--- config.mk ---
export PLATFORM = sky130hd
export DESIGN_NAME = audio_delay_engine
export DESIGN_NICKNAME = d
export VERILOG_FILES = /design/src/rtl/audio_delay_engine.sv
export SDC_FILE = /design/constraint.sdc
export NUM_CORES = 1
export LEC_CHECK = 0
export ABC_AREA = 0
export CORE_ASPECT_RATIO = 2
export CORE_MARGIN = 5
export CORE_UTILIZATION = 51
export DETAILED_ROUTE_END_ITERATION = 8
export GPL_TIMING_DRIVEN = 0
export PLACE_DENSITY = 0.69
export SLEW_MARGIN = 20
export SYNTH_ARGS = -nofsm -noshare
export SYNTH_HDL_FRONTEND = slang
export SYNTH_SLANG_ARGS = --single-unit
--- constraint.sdc ---
create_clock -name wb_clk_i -period 8.9 [get_ports wb_clk_i]
set_clock_uncertainty 0.1 [all_clocks]
set_input_delay 1.335 -clock wb_clk_i [delete_from_list [all_inputs] [get_ports wb_clk_i]]
set_output_delay 1.335 -clock wb_clk_i [all_outputs]
set_load 0.005 [all_outputs]
--- src/rtl/audio_delay_engine.sv ---
// Single-port SRAM delay/loop engine: bypass, feedback echo, loop record and loop play.
// Optional build macro DELAY_SAT_EN: clamp output/feedback sums and drive a sticky sat_flag.
module audio_delay_engine #(
    parameter int DATA_W = 16,
    parameter int ADDR_W = 10,
    parameter int GAIN_W = 8
) (
    input  logic              wb_clk_i,
    input  logic              wb_rst_i,
    input  logic [1:0]        mode,
    input  logic [ADDR_W-1:0] delay_len,
    input  logic [GAIN_W-1:0] fb_gain,
    input  logic [GAIN_W-1:0] mix_gain,
    input  logic              in_valid,
    output logic              in_ready,
    input  logic [DATA_W-1:0] in_data,
    output logic              out_valid,
    output logic [DATA_W-1:0] out_data,
    output logic              mem_en,
    output logic              mem_we,
    output logic [ADDR_W-1:0] mem_addr,
    output logic [DATA_W-1:0] mem_wdata,
    input  logic [DATA_W-1:0] mem_rdata,
    output logic [ADDR_W:0]   loop_len,
    output logic              sat_flag
);

    localparam int PROD_W = DATA_W + GAIN_W + 1;
    localparam int SUM_W  = DATA_W + 2;

    localparam logic [ADDR_W:0]   LOOP_FULL = {1'b1, {ADDR_W{1'b0}}};
    localparam logic [ADDR_W:0]   LOOP_ONE  = {{ADDR_W{1'b0}}, 1'b1};
    localparam logic [ADDR_W:0]   LOOP_ZERO = {(ADDR_W+1){1'b0}};
    localparam logic [ADDR_W-1:0] PTR_ONE   = {{(ADDR_W-1){1'b0}}, 1'b1};
    localparam logic [ADDR_W-1:0] PTR_ZERO  = {ADDR_W{1'b0}};
    localparam logic [DATA_W-1:0] DATA_ZERO = {DATA_W{1'b0}};

    localparam logic [1:0] MODE_BYP  = 2'b00;
    localparam logic [1:0] MODE_ECHO = 2'b01;
    localparam logic [1:0] MODE_REC  = 2'b10;
    localparam logic [1:0] MODE_PLAY = 2'b11;

    typedef enum logic [1:0] {
        IDLE = 2'd0,
        RD   = 2'd1,
        CALC = 2'd2,
        WR   = 2'd3
    } state_t;

    // Signed tap times unsigned gain at full precision, then arithmetic shift back to sample scale.
    function automatic logic signed [SUM_W-1:0] scale_tap(input logic signed [DATA_W-1:0] tap,
                                                          input logic [GAIN_W-1:0] gain);
        logic signed [PROD_W-1:0] tap_x;
        logic signed [PROD_W-1:0] gain_x;
        logic signed [PROD_W-1:0] prod;
        tap_x  = PROD_W'(tap);
        gain_x = PROD_W'({1'b0, gain});
        prod   = tap_x * gain_x;
        return SUM_W'(prod >>> GAIN_W);
    endfunction

`ifdef DELAY_SAT_EN
    function automatic logic ovf(input logic signed [SUM_W-1:0] s);
        return !((&s[SUM_W-1:DATA_W-1]) || !(|s[SUM_W-1:DATA_W-1]));
    endfunction

    function automatic logic [DATA_W-1:0] fit(input logic signed [SUM_W-1:0] s);
        if (ovf(s)) begin
            if (s[SUM_W-1]) begin
                fit = {1'b1, {(DATA_W-1){1'b0}}};
            end else begin
                fit = {1'b0, {(DATA_W-1){1'b1}}};
            end
        end else begin
            fit = s[DATA_W-1:0];
        end
    endfunction
`else
    function automatic logic [DATA_W-1:0] fit(input logic signed [SUM_W-1:0] s);
        return s[DATA_W-1:0];
    endfunction
`endif

    state_t                     state_r;
    logic [1:0]                 mode_r;
    logic [1:0]                 prev_mode_r;
    logic signed [DATA_W-1:0]   in_r;
    logic [GAIN_W-1:0]          fb_gain_r;
    logic [GAIN_W-1:0]          mix_gain_r;
    logic                       do_read_r;
    logic [ADDR_W-1:0]          wr_ptr_r;
    logic [ADDR_W-1:0]          play_ptr_r;

    logic                       enter_s;
    logic                       rd_en_s;
    logic [ADDR_W-1:0]          rd_addr_s;
    logic signed [DATA_W-1:0]   tap_s;
    logic signed [SUM_W-1:0]    wet_s;
    logic signed [SUM_W-1:0]    fbk_s;
    logic signed [SUM_W-1:0]    out_sum_s;
    logic signed [SUM_W-1:0]    fb_sum_s;
    logic [ADDR_W:0]            play_next_s;

    // Read strobe and address chosen at the handshake from the live mode and pointers.
    always_comb begin
        enter_s   = (mode != prev_mode_r);
        rd_en_s   = 1'b0;
        rd_addr_s = PTR_ZERO;
        case (mode)
            MODE_ECHO: begin
                rd_en_s   = 1'b1;
                rd_addr_s = wr_ptr_r - delay_len;
            end
            MODE_PLAY: begin
                rd_en_s = (loop_len != LOOP_ZERO);
                if (enter_s) begin
                    rd_addr_s = PTR_ZERO;
                end else begin
                    rd_addr_s = play_ptr_r;
                end
            end
            default: begin
                rd_en_s   = 1'b0;
                rd_addr_s = PTR_ZERO;
            end
        endcase
    end

    // Tap scaling and sums evaluated while the read data is on mem_rdata.
    always_comb begin
        if (do_read_r) begin
            tap_s = $signed(mem_rdata);
        end else begin
            tap_s = DATA_ZERO;
        end
        wet_s       = scale_tap(tap_s, mix_gain_r);
        fbk_s       = scale_tap(tap_s, fb_gain_r);
        out_sum_s   = SUM_W'(in_r) + wet_s;
        fb_sum_s    = SUM_W'(in_r) + fbk_s;
        play_next_s = {1'b0, play_ptr_r} + LOOP_ONE;
    end

`ifdef DELAY_SAT_EN
    logic sat_r;
    logic sat_hit_s;

    // Any clamp in a mode that produces sums raises the sticky flag.
    always_comb begin
        case (mode_r)
            MODE_ECHO: sat_hit_s = ovf(out_sum_s) || ovf(fb_sum_s);
            MODE_PLAY: sat_hit_s = ovf(out_sum_s);
            default:   sat_hit_s = 1'b0;
        endcase
    end

    // Sticky saturation flag, cleared only by reset.
    always_ff @(posedge wb_clk_i or posedge wb_rst_i) begin
        if (wb_rst_i) begin
            sat_r <= 1'b0;
        end else if (state_r == CALC && sat_hit_s) begin
            sat_r <= 1'b1;
        end
    end

    assign sat_flag = sat_r;
`else
    assign sat_flag = 1'b0;
`endif

    // Four-phase sample FSM with registered handshake, result and SRAM strobes.
    always_ff @(posedge wb_clk_i or posedge wb_rst_i) begin
        if (wb_rst_i) begin
            state_r     <= IDLE;
            mode_r      <= MODE_BYP;
            prev_mode_r <= MODE_BYP;
            in_r        <= DATA_ZERO;
            fb_gain_r   <= {GAIN_W{1'b0}};
            mix_gain_r  <= {GAIN_W{1'b0}};
            do_read_r   <= 1'b0;
            wr_ptr_r    <= PTR_ZERO;
            play_ptr_r  <= PTR_ZERO;
            loop_len    <= LOOP_ZERO;
            in_ready    <= 1'b1;
            out_valid   <= 1'b0;
            out_data    <= DATA_ZERO;
            mem_en      <= 1'b0;
            mem_we      <= 1'b0;
            mem_addr    <= PTR_ZERO;
            mem_wdata   <= DATA_ZERO;
        end else begin
            case (state_r)
                IDLE: begin
                    if (in_valid && in_ready) begin
                        mode_r      <= mode;
                        prev_mode_r <= mode;
                        in_r        <= in_data;
                        fb_gain_r   <= fb_gain;
                        mix_gain_r  <= mix_gain;
                        do_read_r   <= rd_en_s;
                        if (enter_s && mode == MODE_REC) begin
                            loop_len <= LOOP_ZERO;
                        end
                        if (enter_s && mode == MODE_PLAY) begin
                            play_ptr_r <= PTR_ZERO;
                        end
                        mem_en   <= rd_en_s;
                        mem_we   <= 1'b0;
                        mem_addr <= rd_addr_s;
                        in_ready <= 1'b0;
                        state_r  <= RD;
                    end
                end
                RD: begin
                    mem_en  <= 1'b0;
                    state_r <= CALC;
                end
                CALC: begin
                    out_valid <= 1'b1;
                    state_r   <= WR;
                    case (mode_r)
                        MODE_ECHO: begin
                            out_data  <= fit(out_sum_s);
                            mem_en    <= 1'b1;
                            mem_we    <= 1'b1;
                            mem_addr  <= wr_ptr_r;
                            mem_wdata <= fit(fb_sum_s);
                        end
                        MODE_REC: begin
                            out_data <= in_r;
                            // A full buffer keeps its contents; the sample only passes through.
                            if (loop_len != LOOP_FULL) begin
                                mem_en    <= 1'b1;
                                mem_we    <= 1'b1;
                                mem_addr  <= loop_len[ADDR_W-1:0];
                                mem_wdata <= in_r;
                            end
                        end
                        MODE_PLAY: begin
                            out_data <= fit(out_sum_s);
                        end
                        default: begin
                            out_data <= in_r;
                        end
                    endcase
                end
                WR: begin
                    out_valid <= 1'b0;
                    mem_en    <= 1'b0;
                    mem_we    <= 1'b0;
                    in_ready  <= 1'b1;
                    state_r   <= IDLE;
                    case (mode_r)
                        MODE_ECHO: begin
                            wr_ptr_r <= wr_ptr_r + PTR_ONE;
                        end
                        MODE_REC: begin
                            if (loop_len != LOOP_FULL) begin
                                loop_len <= loop_len + LOOP_ONE;
                            end
                        end
                        MODE_PLAY: begin
                            if (loop_len != LOOP_ZERO) begin
                                if (play_next_s == loop_len) begin
                                    play_ptr_r <= PTR_ZERO;
                                end else begin
                                    play_ptr_r <= play_next_s[ADDR_W-1:0];
                                end
                            end
                        end
                        default: begin
                            wr_ptr_r <= wr_ptr_r;
                        end
                    endcase
                end
                default: begin
                    state_r <= IDLE;
                end
            endcase
        end
    end

endmodule

== After elaboration in Yosys (flattened, before gate mapping) ==
Cells that the tools add are included.

* Add/sub/neg operators: 6
* Multipliers: 2
* Div/mod/pow operators: 0
* Magnitude comparators: 0
* Eq/ne operators: 22
* Shifts and indexed selects: 0
* Mux-type cells: 32
* Bitwise operators: 0
* Reduce and logical (&&, ||, !) cells: 21

{| class="wikitable"
|+ Operators with widths
! cell !! count
|-
| 2-to-1 mux 10 bit || 8
|-
| one-hot mux 10 bit (2 select lines) || 4
|-
| multiplier 16 x 9 -> 24 bit || 2
|-
| 2-to-1 mux 16 bit || 3
|-
| 2-to-1 mux 11 bit || 4
|-
| adder 16 bit || 2
|-
| one-hot mux 16 bit (2 select lines) || 1
|-
| one-hot mux 11 bit (2 select lines) || 1
|-
| != test 2 bit (second input constant) || 7
|-
| == test 2 bit (second input constant) || 6
|-
| adder 10 x 1 -> 11 bit (second input constant) || 1
|-
| adder 11 x 1 -> 11 bit (second input constant) || 1
|-
| == test 11 bit || 1
|-
| != test 11 bit (second input constant) || 1
|-
| nonzero test 11 bit || 1
|-
| adder 10 x 1 -> 10 bit (second input constant) || 1
|-
| AND reduction 5 bit || 2
|-
| subtractor 10 bit || 1
|-
| one-hot mux 1 bit (2 select lines) || 4
|-
| one-hot mux 2 bit (4 select lines) || 1
|-
| AND reduction 4 bit || 2
|-
| nonzero test 2 bit || 4
|-
| == test 2 x 1 -> 1 bit (second input constant) || 3
|-
| != test 3 bit (second input constant) || 2
|-
| 11 further kinds || 20
|}

* Bits in registers: 114
* Latch bits: 0
* Memory bits (writable): 0
* Memory bits (read-only): 0
* Input bits: 63
* Output and inout bits: 58
* Logic and storage cells: 99
* Memories kept: 0

== Longest topological paths before layout ==
Gate-level depths: netlist of run 1.

* Depth in word-level cells: 6
* Gate-level depth with buffers: 33

== Worst setup path before layout of run 1 ==
OpenSTA, ideal clock, no wires.

* Kind: in2reg
* From: input port mem_rdata[5]
* To: register out_data[15]
* Setup time: 82 ps
* Data arrival time: 7,702 ps
* Data required time: 8,718 ps
* Path slack: 1,016 ps
* Stages on the path: 29
* Cells stage by stage: and2_1 clkbuf_1 nand2_1 fa_1 inv_1 fa_1 inv_1 fa_1 inv_1 fa_1 ha_1 and4_1 a41oi_1 o21ai_0 o31ai_1 nor2b_1 o21a_1 nor2_1 xnor2_1 ha_1 o22ai_1 a311oi_1 a21oi_2 o2bb2ai_2 mux2i_1 a2111oi_4 xnor2_1 or3_1 a31oi_1

* Cells in the longest elaborated chain, start to end: 4

{| class="wikitable"
|+ RTL lines
! what !! line !! text
|-
| from (decl) || 23 || <nowiki>input logic [DATA_W-1:0] mem_rdata,</nowiki>
|-
| 2-to-1 mux 16 bit || 131 || <nowiki>if (do_read_r) begin</nowiki>
|-
| multiplier 16 x 9 -> 24 bit || 58 || <nowiki>prod = tap_x * gain_x;</nowiki>
|-
| adder 16 bit || 138 || <nowiki>out_sum_s = SUM_W'(in_r) + wet_s;</nowiki>
|-
| 2-to-1 mux 16 bit || 220 || <nowiki>case (mode_r)</nowiki>
|-
| to (signal assigned) || 222 || <nowiki>out_data <= fit(out_sum_s);</nowiki>
|-
| to (signal assigned) || 229 || <nowiki>out_data <= in_r;</nowiki>
|-
| to (signal assigned) || 239 || <nowiki>out_data <= fit(out_sum_s);</nowiki>
|-
| to (decl) || 18 || <nowiki>output logic [DATA_W-1:0] out_data,</nowiki>
|}

Every way passes these cells.
A chain may end at the register's enable or synchronous reset.

== Worst setup path after layout of run 1 ==
* From: input port mem_rdata[14]
* To: register mem_wdata[15]

* Cells in the longest elaborated chain, start to end: 4

{| class="wikitable"
|+ RTL lines
! what !! line !! text
|-
| 2-to-1 mux 16 bit || 131 ||
|-
| multiplier 16 x 9 -> 24 bit || 58 ||
|-
| adder 16 bit || 139 || <nowiki>fb_sum_s = SUM_W'(in_r) + fbk_s;</nowiki>
|-
| one-hot mux 16 bit (2 select lines) || 220 ||
|-
| to (signal assigned) || 226 || <nowiki>mem_wdata <= fit(fb_sum_s);</nowiki>
|-
| to (signal assigned) || 235 || <nowiki>mem_wdata <= in_r;</nowiki>
|-
| to (decl) || 22 || <nowiki>output logic [DATA_W-1:0] mem_wdata,</nowiki>
|}

Every way passes these cells.

==> flow_summary.toml, run 1 <==
[synthesis]
synth_cell_types = 69
synth_edf_count = 0
netlist_area_mm2 = 0.0160
ys.flop_type = "dfrtp_1"
yosys_warnings = 0
avgSynthCellArea_um2 = 8.57
synth_top_area_share_pct = 25.2
yosys.area.top_type = "fa_1"
postSynthCellCount = 1864
synth_fp_nets = 2271
synth-seq-cells = 114
synth-seq-area-share_pct = 17.9
synthTopCellsByArea = "fa_1, dfrtp_1, ha_1, inv_1, nand2_1"
async_flop_share_pct = 100

[sta]
relSlewSlack_pct = 43.6
finalMaxSlewViolations = 0
setup_viol = 0
hold_viol = 0
rsz0062_at_grt = "true"
fmax_mhz = 116
worst_pin_slew_ns = 0.847
fin_crit_ns = 8.65
setup_slack_ns = 0.249
post-route-period-util_pct = 97.2
hold-worst-slack_ns = 0.385

[critical_path]
reg2reg_to = "out_data[15]"
crit_arrival_ns = 8.84
crit_buf_inv = 5
cp_top_family = "adder cells"
worst-setup-path-type = "input pin to flip-flop"
slowest_delay_ns = 0.77
ff2ff_path_depth = 30
setup.worst_path.start_class = "input pin"
r2r_start = "do_read_r"
crit_path_top_delay_cell = "clkdlybuf4s50_1"
cp_max_fo = 9
crit_top_cell = "fa_1"
end_kind = "flip-flop"
required_ns = 9.09
ff2ff_setup_slack_ns = 0.89

[layout]
diodes = 0
n_fill_cell = 2762
multiInputGateArea_mm2 = 0.0116
nets = 2405
fin_area_mm2 = 0.0183
syn2layout_area_growth_pct = 14.6
drive_above_1_share_pct = 4.08
seq_area_mm2 = 0.00285

[placement]
place_ws_ns = -1.14
portBuffers = 119
dp.final_hpwl_mm = 41.5
placed_area_mm2 = 0.0177
gp_congestion = 0.948

[floorplan]
fp-row-count = 91
die_h_um = 260
die-area_mm2 = 0.0352
start_util_pct = 51.8
io_pins = 121
die_w_um = 135
core_region_area_mm2 = 0.0309

[clocking]
root_buffer = "clkbuf_16"
cts_tree = "done"
clk_latency_ns = 0.43
cts_buffers = 17
cts.sinks = 114
clock_path_buffers = 2
cts_htree_levels = 4
path_clk_slew_ns = 0.06

[worst_hold_path]
min_path_cells = 1
min_from = "mem_addr[0]"
worstHoldPathType = "flip-flop to flip-flop"
hold_path_end = "mem_addr[0]"

[detailed_routing]
drt-initial-drc-count = 810
viasPerCell = 5.65
vias = 13700
wl_mm = 49.9
drc = 0
dr.pass1.iters = 5
wire_per_inst_um = 20.5
antenna_left = 0

[pwr]
ir_worst_vdd_v = 0.000119
pwr_density_cell_mw_per_mm2 = 67.6
p_leak_nw = 10.1

[grt]
grt_max_degree = 59
grt-ovfl-total = 0
track_usage_pct = 29.3
grt_pass1_wl_mm = 78.4
grt_pass1_vias = 14900
antenna_found_initial = 1

[job]
drv_cap = 0

[run_status]
outcome = "completed"
-- worst register-to-register path: cells and delay by family (launching register included) --
kind                     cells  cell delay (ns)
AND/OR/NAND/NOR              6             1.24
multiplexers                 1             0.16
adder cells (fa/ha/maj)      6             2.24
flip-flops                   1             0.50
XOR/XNOR                     2             0.37
AO/OA/AOI/OAI               10             2.21
buffers and inverters        5             1.14
-- state kept, by name (all words and copies together), names as in the netlist, 8 cells and up --
name,count
out_data,16
play_ptr_r,10
mix_gain_r,8
wr_ptr_r,10
fb_gain_r,8
loop_len,11
mem_wdata,16
in_r,16
mem_addr,10
-- cell type report --
type                       count  share of cell area (%)
sequential                   114                    15.6
inverter                     297                    6.12
timing repair buffer         123                    6.79
tap                          418                    2.86
multi-input combinational   1349                    63.6
buffer                        96                    2.04
clock inverter                13                   0.560
clock buffer                  19                    2.47
-- cells by family after synthesis --
logic type | after synthesis | synth area share, %
other | 1 | 0.0235
muxes | 28 | 1.82
and+or+nand+nor | 633 | 18.9
AOI/OAI and AO/OA | 256 | 10.7
buffers and inverters | 401 | 9.48
xor gates and xnor gates | 87 | 4.86
DFF | 114 | 17.9
adders and majority gates | 344 | 36.4
-- stage by stage --
stage               utilization (%)  std cells  total power, mW  TNS, ns
finish                         59.3       2429             1.24        0
global placement               57.3       2401            0.593    -3.70
global route                   59.3       2429             1.28  -0.0284
floorplan                         -       1864            0.549        0
detailed placement             57.4       2402            0.595    -5.31
CTS                            59.3       2432             1.25        0
-- worst max path at each step --
stage                  startpoint       endpoint  slack [ns]  depth (start not counted)
CTS                  mem_rdata[6]   out_data[15]        0.02                         31
floorplan            mem_rdata[5]   out_data[15]        1.02                         29
detailed placement   mem_rdata[5]   out_data[15]       -1.14                         31
finish              mem_rdata[14]  mem_wdata[15]        0.25                         28
global route        mem_rdata[14]  mem_wdata[15]       -0.03                         28
global placement     mem_rdata[5]   out_data[15]       -0.98                         31
-- synth_stat cells, types with 3 or more instances --
cell type    n
a21o_1      28
xnor2_1     56
inv_1      297
a221oi_1     8
nand2_1    262
and3_1     151
o21a_1      11
mux2_2       9
mux2i_1     19
nor2_1      95
nand3b_1     4
nand2b_1     7
buf_1        7
a211oi_1    11
xor2_1      30
ha_1       143
buf_2        3
o41ai_1      3
a22o_1      10
nor3_1      18
or2_2        7
o21ai_1      3
or3_1        6
a221o_1      3
and2_1      19
nand3_1     35
nor2b_1      6
nor4_1       4
o21ai_0     41
a21oi_1     85
fa_1       201
o31ai_1     10
nand4_1      9
clkbuf_1    92
a31oi_1      8
dfrtp_1    113
o22ai_1      3
o211ai_1     3
o21bai_1     4
a21boi_0     4
-- repair_timing --
action                                  in CTS  in global routing
cloned                                       0                  0
resized for setup                            8                 14
setup buffers                                1                  2
hold buffers                                 0                  0
endpoints found under the setup margin       5                  4
pin swaps                                    1                  2
-- power breakdown --
| part | internal [mW] | total, mW | switching [mW] | leakage, nW |
|---|---|---|---|---|
| registers | 0.518 | 0.518 | 0 | 1.43 |
| logic | 0.0316 | 0.0680 | 0.0364 | 8.36 |
| clock network | 0.374 | 0.651 | 0.277 | 0.267 |
| total | 0.924 | 1.24 | 0.314 | 10.1 |
-- cells in the final DEF (no fill, tap or decap), drive strengths merged, types with 28 or more instances in the layout --
| cell | instances |
|---|---|
| clkdlybuf4s50 | 117 |
| a21oi | 86 |
| nand3 | 35 |
| xor2 | 30 |
| inv | 301 |
| ha | 143 |
| nor2 | 96 |
| fa | 201 |
| and3 | 151 |
| o21ai | 44 |
| nand2 | 262 |
| clkbuf | 104 |
| xnor2 | 56 |
| a21o | 28 |
| dfrtp | 113 |
-- per-layer routing --
| metal | wire (µm) | share of wire (%) | vias up | track usage (%) |
|---|---|---|---|---|
| met4 | 5570 | 11 | 2 | 26.6 |
| met5 | 7 | 0.014 | - | 0 |
| met2 | 26400 | 53 | 581 | 53.1 |
| met3 | 2420 | 4.9 | 252 | 4.22 |
| li1 | - | - | 6294 | - |
| met1 | 15500 | 31 | 6597 | 27.7 |
Note: power is estimated with default switching activity, not from simulation.
==> inputs of run 2 (changes only) <==
Settings changed: PLACE_DENSITY 0.69 to 0.71, TNS_END_PERCENT from default to 1.
==> run 2 against run 1 <==
Against the previous run:
- sequential power is essentially flat
- sequential cell count is the same
- clock power shrank 1%
- critical endpoint is now out_data[15]
==> flow_summary.toml, run 2 (synthesis gave the netlist of run 1 again) <==
[critical_path]
crit_arrival_ns = 8.92
crit_path_top_delay_cell = "clkdlybuf4s50_1"
slowest_delay_ns = 0.55
end_kind = "flip-flop"
crit_top_cell = "fa_1"
setup.worst_path.start_class = "input pin"
required_ns = 9.16
ff2ff_setup_slack_ns = 0.79
worst-setup-path-type = "input pin to flip-flop"
cp_max_fo = 10

[layout]
largestRegisters = "in_r (16), mem_wdata (16), out_data (16)"
n_fill_cell = 2788
mostFrequentLayoutCells = "inv_1, nand2_1, fa_1, and3_1, ha_1"
syn2layout_area_growth_pct = 14.4
nets = 2404
seq_area_mm2 = 0.00285
diodes = 0
multiInputGateArea_mm2 = 0.0116
drive_above_1_share_pct = 3.93
layout_commonest_cell = "inv_1"

[grt]
antenna_found_initial = 1
track_usage_pct = 29.5
grt_pass1_wl_mm = 78.9
grt_pass1_vias = 15000
grt-ovfl-total = 0
grt_max_degree = 63

[detailed_routing]
dr.pass1.iters = 5
wl_mm = 50.0
antenna_left = 0
vias = 13700
viasPerCell = 5.65
wire_per_inst_um = 20.6
drc = 0
drt-initial-drc-count = 828

[pwr]
p_leak_nw = 10.0
ir_worst_vdd_v = 0.000134
pwr_density_cell_mw_per_mm2 = 67.3

[run_status]
outcome = "completed"

[sta]
fin_crit_ns = 8.65
relSlewSlack_pct = 44.4
hold_viol = 0
setup_viol = 0
fin_tns_setup_ns = 0
setup_slack_ns = 0.249
fmax_mhz = 116
worst_pin_slew_ns = 0.835
post-route-period-util_pct = 97.2
finalMaxSlewViolations = 0

[floorplan]
die_h_um = 260
core_region_area_mm2 = 0.0309
start_util_pct = 51.8
fp-row-count = 91
die_w_um = 135
io_pins = 121
die-area_mm2 = 0.0352

[clocking]
clk_latency_ns = 0.44
root_buffer = "clkbuf_16"
cts_htree_levels = 4
cts_hold_buffers = 0
cts_buffers = 17
clock_path_buffers = 2
cts_tree = "done"
path_clk_slew_ns = 0.06
cts.sinks = 114

[placement]
portBuffers = 119
gp_congestion = 0.975
place_ws_ns = -1.10
dp.final_hpwl_mm = 41.4

[worst_hold_path]
worstHoldPathType = "flip-flop to flip-flop"

[job]
drv_cap = 0
[run 2: cell type report]
cell class / count / share of cell area, %
buffer: 96 / 2.04
clock buffer: 20 / 2.50
clock inverter: 11 / 0.452
inverter: 297 / 6.13
multi-input combinational: 1349 / 63.7
sequential: 114 / 15.6
tap: 418 / 2.86
timing repair buffer: 122 / 6.74
[run 2: power by group]
group / total [mW] / internal (mW) / switching [mW]
clock network: 0.642 / 0.369 / 0.273
registers: 0.519 / 0.519 / 0
logic: 0.0703 / 0.0314 / 0.0389
[run 2: timing repair]
action | 4_1_cts | 5_1_grt
setup buffers | 2 | 0
pin swaps | 1 | 0
hold endpoints to repair | 0 | 0
endpoints found under the setup margin | 5 | 3
gates cloned | 0 | 0
resized for setup | 6 | 16
[run 2: metal layers]
metal  share of wire (%)  vias to the layer above  wire length (µm)  track usage, %
met5                   0                        -                 0               0
met4                  10                        0              5190            25.9
met3                 4.6                      233              2320            4.13
met2                  53                      527             26600            53.9
met1                  32                     6651             15900            28.2
li1                    -                     6296                 -               -
[run 2: worst max-delay path, delay by kind of cell]
| family | cells | cell delay (ns) |
|---|---|---|
| fa+ha+maj | 6 | 2.55 |
| compound gates | 10 | 2.19 |
| buf+inv | 5 | 1.15 |
| simple gates | 6 | 1.15 |
| xor+xnor | 2 | 0.35 |
| mux | 1 | 0.15 |
[run 2: per-stage QoR]
stage | hold slack [ns] | cell area [µm²] | util (%) | instances | power, mW
after CTS | 0.386 | 18300 | 59.2 | 2431 | 1.24
after detailed placement | 0.369 | 17700 | 57.4 | 2402 | 0.597
after global placement | 0.367 | 17700 | 57.3 | 2401 | 0.595
after global routing | 0.405 | 18300 | 59.2 | 2427 | 1.26
after floorplan | 0.374 | 16000 | - | 1864 | 0.549
final | 0.385 | 18300 | 59.2 | 2427 | 1.23
[run 2: path summary, 6_finish.rpt]
check	startpoint	to	cells past startpoint
setup / recovery	mem_rdata[1]	out_data[15]	30
hold / removal	mem_addr[5]	mem_addr[5]	1
setup reg to reg	do_read_r	mem_wdata[15]	30
hold reg to reg	mem_addr[5]	mem_addr[5]	1
max in group asynchronous	wb_rst_i	in_ready	3
min in group asynchronous	wb_rst_i	loop_len[9]	2
